`config.mk`:
```
export PLATFORM = sky130hd
export DESIGN_NAME = mem_access_stage
export DESIGN_NICKNAME = d
export VERILOG_FILES = /design/src/rtl/pipeline_pkg.sv /design/src/rtl/memwb_reg.sv /design/src/rtl/mem_access_stage.sv
export SDC_FILE = /design/constraint.sdc
export NUM_CORES = 1
export LEC_CHECK = 0
export CORE_AREA = 3 3 183 185
export CTS_CLUSTER_SIZE = 28
export DETAILED_ROUTE_END_ITERATION = 6
export DIE_AREA = 0 0 186 188
export GPL_TIMING_DRIVEN = 0
export HOLD_SLACK_MARGIN = 0.05
export PLACE_DENSITY = 0.72
export RECOVER_POWER = 50
export SETUP_SLACK_MARGIN = 0.15
export SYNTH_ARGS = -nofsm -noshare
export SYNTH_HDL_FRONTEND = slang
export SYNTH_HIERARCHICAL = 1
export SYNTH_SLANG_ARGS = --single-unit
export TNS_END_PERCENT = 20
```
`constraint.sdc`:
```
create_clock -name clk -period 2.78 [get_ports clk]
set_input_delay 0.417 -clock clk [delete_from_list [all_inputs] [get_ports clk]]
set_output_delay 0.417 -clock clk [all_outputs]
set_load 0.005 [all_outputs]
```
`src/rtl/pipeline_pkg.sv`:
```
// Shared pipeline declarations: MEM-stage FSM encoding, default timeout, holding-register layout.
// Latency: none; types, constants and a helper function only.
// Backpressure: none.
package pipeline_pkg;

    typedef enum logic [1:0] {
        IDLE     = 2'd0,
        REQ      = 2'd1,
        WAIT_RSP = 2'd2
    } mem_state_t;

    localparam int DEFAULT_TIMEOUT_CYCLES = 255;

    // Fields of a memory op frozen while it is in flight.
    typedef struct packed {
        logic [63:0] addr;
        logic [63:0] wdata;
        logic [4:0]  rd;
        logic        we;
        logic        memtoreg;
        logic        regwrite;
    } mem_hold_t;

    // Data memory is accessed as 64-bit doublewords only.
    function automatic logic is_misaligned(input logic [63:0] addr);
        return addr[2:0] != 3'b000;
    endfunction

endpackage

```
`src/rtl/memwb_reg.sv`:
```
// MEM/WB pipeline register: captures a completed MEM result or inserts a bubble.
// Latency: 1 cycle from load/bubble to the q_* outputs.
// Backpressure: none; load wins over bubble, and with neither asserted the contents hold.
module memwb_reg (
    input  logic        clk,
    input  logic        reset,
    input  logic        load,
    input  logic        bubble,
    input  logic        d_valid,
    input  logic        d_memtoreg,
    input  logic        d_regwrite,
    input  logic [4:0]  d_rd,
    input  logic [63:0] d_alu_result,
    input  logic [63:0] d_rdata,
    output logic        q_valid,
    output logic        q_memtoreg,
    output logic        q_regwrite,
    output logic [4:0]  q_rd,
    output logic [63:0] q_alu_result,
    output logic [63:0] q_rdata
);

    // A bubble clears only what makes the slot live; data fields are don't-care then.
    always_ff @(posedge clk) begin
        if (reset) begin
            q_valid      <= 1'b0;
            q_memtoreg   <= 1'b0;
            q_regwrite   <= 1'b0;
            q_rd         <= '0;
            q_alu_result <= '0;
            q_rdata      <= '0;
        end else if (load) begin
            q_valid      <= d_valid;
            q_memtoreg   <= d_memtoreg;
            q_regwrite   <= d_regwrite;
            q_rd         <= d_rd;
            q_alu_result <= d_alu_result;
            q_rdata      <= d_rdata;
        end else if (bubble) begin
            q_valid      <= 1'b0;
            q_regwrite   <= 1'b0;
        end
    end

endmodule

```
`src/rtl/mem_access_stage.sv`:
```
// MEM pipeline stage: issues loads/stores to data memory and fills the MEM/WB register.
// Latency: 1 cycle for non-memory ops; memory ops stall until handshake/response/timeout.
// Backpressure: valid/ready request channel; stall freezes upstream stages while an access is open.
module mem_access_stage
    import pipeline_pkg::*;
#(
    parameter int TIMEOUT_CYCLES = DEFAULT_TIMEOUT_CYCLES
) (
    input  logic        clk,
    input  logic        reset,
    input  logic        exmem_valid,
    input  logic [63:0] exmem_alu_result,
    input  logic [63:0] exmem_wdata,
    input  logic [4:0]  exmem_rd,
    input  logic        exmem_memread,
    input  logic        exmem_memwrite,
    input  logic        exmem_memtoreg,
    input  logic        exmem_regwrite,
    output logic        stall,
    output logic        mem_req_valid,
    input  logic        mem_req_ready,
    output logic        mem_req_we,
    output logic [63:0] mem_req_addr,
    output logic [63:0] mem_req_wdata,
    input  logic        mem_rsp_valid,
    input  logic [63:0] mem_rsp_rdata,
    output logic        memwb_valid,
    output logic        memwb_memtoreg,
    output logic        memwb_regwrite,
    output logic [4:0]  memwb_rd,
    output logic [63:0] memwb_alu_result,
    output logic [63:0] memwb_rdata,
    output logic        misalign_err,
    output logic        timeout_err
);

    // Counter only has to reach TIMEOUT_CYCLES-1.
    localparam int CNT_W = (TIMEOUT_CYCLES > 1) ? $clog2(TIMEOUT_CYCLES) : 1;
    localparam logic [CNT_W-1:0] CNT_LAST = CNT_W'(TIMEOUT_CYCLES - 1);

    mem_state_t       state_q, state_d;
    logic [CNT_W-1:0] cnt_q, cnt_d;
    mem_hold_t        hold_q;
    logic             capture;
    logic             misalign_d, timeout_d;
    logic             mem_op;
    logic             wb_load, wb_bubble;
    logic             wb_valid, wb_memtoreg, wb_regwrite;
    logic [4:0]       wb_rd;
    logic [63:0]      wb_alu_result, wb_rdata;

    assign mem_op        = exmem_valid & (exmem_memread | exmem_memwrite);
    assign mem_req_addr  = hold_q.addr;
    assign mem_req_wdata = hold_q.wdata;
    assign mem_req_we    = hold_q.we;

    // Next state, stall, request valid and what the MEM/WB register takes this edge.
    always_comb begin
        state_d       = state_q;
        cnt_d         = cnt_q;
        stall         = 1'b0;
        mem_req_valid = 1'b0;
        capture       = 1'b0;
        misalign_d    = 1'b0;
        timeout_d     = 1'b0;
        wb_load       = 1'b0;
        wb_bubble     = 1'b0;
        wb_valid      = 1'b1;
        wb_memtoreg   = hold_q.memtoreg;
        wb_regwrite   = hold_q.regwrite;
        wb_rd         = hold_q.rd;
        wb_alu_result = hold_q.addr;
        wb_rdata      = '0;
        case (state_q)
            IDLE: begin
                wb_valid      = exmem_valid;
                wb_memtoreg   = exmem_memtoreg;
                wb_regwrite   = exmem_regwrite;
                wb_rd         = exmem_rd;
                wb_alu_result = exmem_alu_result;
                if (mem_op && is_misaligned(exmem_alu_result)) begin
                    // Dropped access retires without a register write.
                    wb_load     = 1'b1;
                    wb_regwrite = 1'b0;
                    misalign_d  = 1'b1;
                end else if (mem_op) begin
                    stall     = 1'b1;
                    capture   = 1'b1;
                    wb_bubble = 1'b1;
                    state_d   = REQ;
                end else if (exmem_valid) begin
                    wb_load = 1'b1;
                end else begin
                    wb_bubble = 1'b1;
                end
            end
            REQ: begin
                mem_req_valid = 1'b1;
                if (mem_req_ready && hold_q.we) begin
                    wb_load = 1'b1;
                    state_d = IDLE;
                end else begin
                    stall     = 1'b1;
                    wb_bubble = 1'b1;
                    if (mem_req_ready) begin
                        cnt_d   = '0;
                        state_d = WAIT_RSP;
                    end
                end
            end
            WAIT_RSP: begin
                if (mem_rsp_valid) begin
                    wb_load  = 1'b1;
                    wb_rdata = mem_rsp_rdata;
                    state_d  = IDLE;
                end else if (cnt_q == CNT_LAST) begin
                    // Abandoned load retires without a register write.
                    wb_load     = 1'b1;
                    wb_regwrite = 1'b0;
                    timeout_d   = 1'b1;
                    cnt_d       = '0;
                    state_d     = IDLE;
                end else begin
                    stall     = 1'b1;
                    wb_bubble = 1'b1;
                    cnt_d     = cnt_q + CNT_W'(1);
                end
            end
            default: begin
                state_d = IDLE;
            end
        endcase
    end

    // FSM state, wait counter and single-cycle error pulses.
    always_ff @(posedge clk) begin
        if (reset) begin
            state_q      <= IDLE;
            cnt_q        <= '0;
            misalign_err <= 1'b0;
            timeout_err  <= 1'b0;
        end else begin
            state_q      <= state_d;
            cnt_q        <= cnt_d;
            misalign_err <= misalign_d;
            timeout_err  <= timeout_d;
        end
    end

    // Freeze the memory op on entry to REQ; write wins when both read and write are set.
    always_ff @(posedge clk) begin
        if (reset) begin
            hold_q <= '0;
        end else if (capture) begin
            hold_q.addr     <= exmem_alu_result;
            hold_q.wdata    <= exmem_wdata;
            hold_q.rd       <= exmem_rd;
            hold_q.we       <= exmem_memwrite;
            hold_q.memtoreg <= exmem_memtoreg;
            hold_q.regwrite <= exmem_regwrite;
        end
    end

    memwb_reg u_memwb_reg (
        .clk          (clk),
        .reset        (reset),
        .load         (wb_load),
        .bubble       (wb_bubble),
        .d_valid      (wb_valid),
        .d_memtoreg   (wb_memtoreg),
        .d_regwrite   (wb_regwrite),
        .d_rd         (wb_rd),
        .d_alu_result (wb_alu_result),
        .d_rdata      (wb_rdata),
        .q_valid      (memwb_valid),
        .q_memtoreg   (memwb_memtoreg),
        .q_regwrite   (memwb_regwrite),
        .q_rd         (memwb_rd),
        .q_alu_result (memwb_alu_result),
        .q_rdata      (memwb_rdata)
    );

endmodule

```
# == Word level (Yosys, flattened, before mapping) ==
# Index checks and enable logic that the tools add are counted.
# word_totals
reg_bits,284
inputBits,206
out_inout_bits,269
elab_cells,86
# classes
add_sub_neg,1
n_eq_ne,10
n_mux,45
bitwise,4
reduce_logical,10
# op_table
operator,count
2-to-1 mux 64 bit,3
2-to-1 mux 8 bit,4
2-to-1 mux 1 bit,25
one-hot mux 8 bit (2 select lines),1
2-to-1 mux 2 bit,6
"!= test 2 bit, second input constant",5
one-hot mux 1 bit (3 select lines),3
"adder 8 x 1 -> 8 bit, second input constant",1
"equality test 8 bit, second input constant",1
AND reduction 4 bit,2
"!= test 3 bit, second input constant",2
one-hot mux 2 bit (3 select lines),1
2-to-1 mux 5 bit,1
nonzero test 2 bit,2
nonzero test 3 bit,1
OR reduction 3 bit,1
"equality test 2 x 1 -> 1 bit, second input constant",1
"equality test 2 bit, second input constant",1
logical AND 1 bit,2
logical NOT 2 bit,1
inverter 1 bit,2
one-hot mux 1 bit (2 select lines),1
OR reduction 2 bit,1
bitwise AND 1 bit,1
bitwise OR 1 bit,1

# == Longest topological paths before layout ==
# depth
depth_word,7
depth_mapped,10
depth_no_buf,8

# == Hierarchy ==
# Netlist, hierarchy kept.
# modules_own_cells
mod,instances,cells_each,area_per_inst_um2,seq_area_each_um2
mem_access_stage,1,1098,7604.8,2962.8
memwb_reg,1,440,4790.8,2722.6

# == Least setup slack after synthesis ==
# No wires, ideal clock.
# synth_timing
kind,input to register
start,input exmem_alu_result[0]
end,register u_memwb_reg.q_regwrite
setup_time_ns,0.070
arrival_ns,1.927
required_time_ns,2.710
slack_ns,0.783
path_stages,7
path_buffers,1
cell_sequence,or3_1 > o21ai_0 > o21ai_0 > mux2_2 > buf_2 > or3b_1 > a21oi_1
# synth_via
elab_chain_cells,5
elab_cells_between_ends,10
classes_between,mux (7); reduce/logical (3)
# synth_lines
item,line_no,text
start: declaration,mem_access_stage.sv:12,"input logic [63:0] exmem_alu_result,"
nonzero test 3 bit *,pipeline_pkg.sv:26,return addr[2:0] != 3'b000;
logical AND 1 bit *,mem_access_stage.sv:81,if (mem_op && is_misaligned(exmem_alu_result)) begin
2-to-1 mux 1 bit *,mem_access_stage.sv:81,
one-hot mux 1 bit (3 select lines) *,mem_access_stage.sv:74,case (state_q)
via wb_load,mem_access_stage.sv:47,"logic wb_load, wb_bubble;"
2-to-1 mux 1 bit or nonzero test 2 bit (tied branches),--,
end signal: assignment,memwb_reg.sv:35,q_regwrite <= d_regwrite;
end: declaration,memwb_reg.sv:17,"output logic q_regwrite,"
# The timed path passes the listed nets; every way through them passes the cells marked *.
# A chain may end at the register's enable or synchronous reset.

# == Worst setup path after layout ==
# layout_timing
start,input exmem_alu_result[2]
end,output stall
# layout_via
elab_chain_cells,4
# layout_lines
item,line_no,text
nonzero test 3 bit,pipeline_pkg.sv:26,
logical AND 1 bit,mem_access_stage.sv:81,
2-to-1 mux 1 bit,mem_access_stage.sv:81,
one-hot mux 1 bit (3 select lines),mem_access_stage.sv:74,
end: declaration,mem_access_stage.sv:19,"output logic stall,"
# No other way between the ends.

==> results.py <==
metrics = {
    "layout": {
        "drive_gt1_share_pct": 11.6,
        "synthToLayoutAreaGrowth_pct": 52.3,
        "layout.nets": 2254,
    },
    "critical_path": {
        "critical_path.slowest_cell": "clkdlybuf4s50_1",
        "crit_start": "exmem_alu_result[2]",
        "crit_fanout": 19,
        "ff2ff_path_depth": 7,
        "cp_num_buf_inv": 3,
        "crit_required_ns": 2.36,
        "critPathTopFamily": "simple AND/OR/NAND/NOR gates",
        "crit_path_max_incr_delay_ns": 0.43,
        "r2r-end": "mem_req_addr[13]$_SDFFE_PP0P_",
        "crit_cells": 6,
        "ff2ff_setup_slack_ns": 0.32,
        "end_kind": "output pin",
        "crit_type": "input pin to output pin",
        "worst_path_most_repeated_cell": "or3_4",
        "cp-start-kind": "input pin",
        "endpoint": "stall",
        "crit_arrival_ns": 2.21,
        "r2r_start": "state_q[0]$_SDFFE_PP0P_",
        "worstPathCellList": "clkdlybuf4s50_1 -> or3_4 -> or3_4 -> buf_12 -> nand3_1 -> clkdlybuf4s15_2",
    },
    "yosys": {
        "synth_most_common_cell": "nand2_1",
        "postSynth.asyncResetShare_pct": 0,
        "yosys.area.top_type": "dfxtp_1",
        "synth_edf_count": 0,
        "synthFlopType": "dfxtp_1",
        "synthTopCellsByArea": "dfxtp_1 (46%), nand2_1 (14%), mux2i_1 (11%)",
        "syn-instance-count": 1538,
        "netlist.area_leader.share_pct": 45.9,
        "synth_cell_types": 31,
        "post_synth_instance_area_um2": 12400,
        "synth_seq_cells": 284,
        "syn_avg_cell_area_um2": 8.06,
        "yosys_warnings": 6,
        "seq_area_frac_synth_pct": 45.9,
        "yosys-top-cells-count": "nand2_1 (472), dfxtp_1 (284), buf_4 (143), nor2_1 (143), a21oi_1 (141)",
        "syn_nets": 1746,
    },
    "sta": {
        "fin_crit_sh_pct": 94.6,
        "finalSetupViolCount": 0,
        "clock.fmax_ghz": 0.380,
        "worst_slack_ns": 0.150,
        "rsz0062_at_grt": "true",
        "holdWs_ns": 0.455,
        "fin_crit_ns": 2.63,
        "slew_headroom_pct": 37.1,
        "hold_viol_final": 0,
        "drv_slew": 0,
        "worstMarginPinSlew_ns": 0.944,
        "skew_ns": 0.0221,
    },
    "floorplanning": {
        "coreArea_um2": 32200,
        "dieWidth_um": 186,
        "floorplan.rows": 66,
        "dieHeight_um": 188,
        "die_area_um2": 35000,
        "initial_utilization_pct": 38.5,
        "io_pins": 475,
    },
    "clock_network": {
        "cts.sinks": 284,
        "ctsHtreeMaxLevel": 2,
        "cts_max_path_buffers": 3,
        "clkTransAtPathRegs_ns": 0.05,
        "clock_latency_ns": 0.51,
        "root_buffer": "clkbuf_16",
        "cts_buffers": 34,
        "holdBufCountCts": 0,
        "cts_tree": "done",
    },
    "pwr": {
        "peakVddDrop_uv": 438,
        "power_density_nw_per_um2": 535,
        "p_leak_nw": 8.81,
    },
    "place": {
        "port_buffers": 473,
        "gp_congestion": 0.890,
        "place_ws_ns": -0.489,
        "place_hpwl_um": 33600,
    },
    "global_route": {
        "grtUsageTotal_pct": 24.1,
        "grt_pass1_wl_um": 66100,
        "grt_antenna_before_repair": 8,
        "overflow": 0,
        "grt_max_degree": 20,
        "grt_pass1_vias": 11900,
    },
    "routing": {
        "drt_iter0_drc": 590,
        "routed_via_density": 4.83,
        "drc": 0,
        "dr.pass1.iters": 5,
        "wl_per_cell_um": 17.8,
        "dr_total_vias": 12000,
        "drt_wl_total_um": 44300,
        "postRouteAntennaNets": 0,
    },
    "hold_path": {
        "min_path_type": "flip-flop to flip-flop",
    },
    "job": {
        "max_cap_viol_count": 0,
    },
    "run_status": {
        "outcome": "complete, no violations",
    },
}
routing by layer:
metal | GRT usage, % | part of all wire, % | vias to the layer above
li1 | - | - | 5873
met3 | 7.20 | 8.9 | 89
met1 | 27.1 | 38 | 5562
met5 | 0 | 0.029 | -
met4 | 10.1 | 3.6 | 2
met2 | 42.2 | 49 | 467
what timing repair did:
action,4_1_cts,5_1_grt
setup buffers,0,0
setup endpoints to repair,1,12
gates cloned,0,0
pin swaps,1,0
resized for setup,9,2
cells by family after synthesis:
family	count (synthesis)	synth area share, %
buf+inv	239	12.4
mux	135	10.9
compound gates	153	6.31
xor+xnor	7	0.495
flops	284	45.9
fa+ha+maj	2	0.202
simple gates	718	23.8
state kept, by name, summed over array words and instances (netlist names), 2 cells and up:
name	flops
u_memwb_reg/q_rd	5
state_q	2
cnt_q	8
u_memwb_reg/q_rdata	64
mem_req_addr	64
hold_q	7
u_memwb_reg/q_alu_result	64
mem_req_wdata	64
worst min path at each step:
stage                                         from                             end  slack, ns  cells past startpoint
finish              mem_req_wdata[38]$_SDFFE_PP0P_  mem_req_wdata[38]$_SDFFE_PP0P_       0.46                      2
global route                        exmem_wdata[5]   mem_req_wdata[5]$_SDFFE_PP0P_       0.46                      3
CTS                                 exmem_wdata[6]   mem_req_wdata[6]$_SDFFE_PP0P_       0.44                      3
detailed placement  mem_req_wdata[38]$_SDFFE_PP0P_  mem_req_wdata[38]$_SDFFE_PP0P_       0.45                      2
global placement    mem_req_wdata[12]$_SDFFE_PP0P_  mem_req_wdata[12]$_SDFFE_PP0P_       0.44                      2
floorplan                   hold_q[0]$_SDFFE_PP0P_          hold_q[0]$_SDFFE_PP0P_       0.43                      2
through the flow:
step | instance area [µm²] | setup TNS, ns | power [mW] | utilization (%) | std cells
2_1_floorplan | 12400 | 0 | 4.79 | - | 1538
4_1_cts | 18900 | 0 | 10.2 | 58.6 | 2477
6_report | 18900 | 0 | 10.1 | 58.6 | 2484
3_3_place_gp | 17600 | -13.67 | 5.47 | 54.8 | 2419
3_5_place_dp | 17600 | -20.77 | 5.48 | 54.8 | 2419
5_1_grt | 18900 | 0 | 10.4 | 58.6 | 2484
placed cells by master (no fill, tap or decap), types with 6 or more instances in the layout:
| master | synthesis | final |
|---|---|---|
| clkbuf_1 | 63 | 69 |
| dfxtp_1 | 284 | 284 |
| buf_2 | 20 | 16 |
| buf_4 | 143 | 143 |
| and3_1 | 64 | 64 |
| a21oi_1 | 141 | 141 |
| diode_2 | 0 | 7 |
| nand3_1 | 8 | 8 |
| xnor2_1 | 7 | 7 |
| clkbuf_16 | 0 | 35 |
| mux2i_1 | 134 | 134 |
| nand2_2 | 10 | 10 |
| buf_6 | 10 | 9 |
| nand2_1 | 472 | 472 |
| nor2_1 | 143 | 143 |
| clkdlybuf4s50_1 | 0 | 212 |
| dlygate4sd3_1 | 0 | 260 |
| bufinv_16 | 0 | 6 |
area by class of cell:
class	count	area [µm²]
timing repair buffer	473	4740
clock buffer	44	950
inverter	3	11.3
fill	2886	13300
sequential	284	5690
clock inverter	15	254
antenna	7	17.5
tap	408	510
buffer	235	1530
multi-input combinational	1015	5190
worst register-to-register path, cell delays in order (launching register included):
cell	delay (ns)
dfxtp_1	0.31
clkbuf_1	0.19
or2_0	0.28
nor3_1	0.14
clkbuf_1	0.69
clkbuf_1	0.49
nand2_1	0.12
a21oi_1	0.14
where the power goes:
group	leakage [nW]	switching [mW]	internal (mW)
combinational	5.91	0.503	0.611
sequential	2.30	0.0605	4.18
clock	0.588	1.76	2.98
Note: power is estimated with default switching activity, not from simulation.
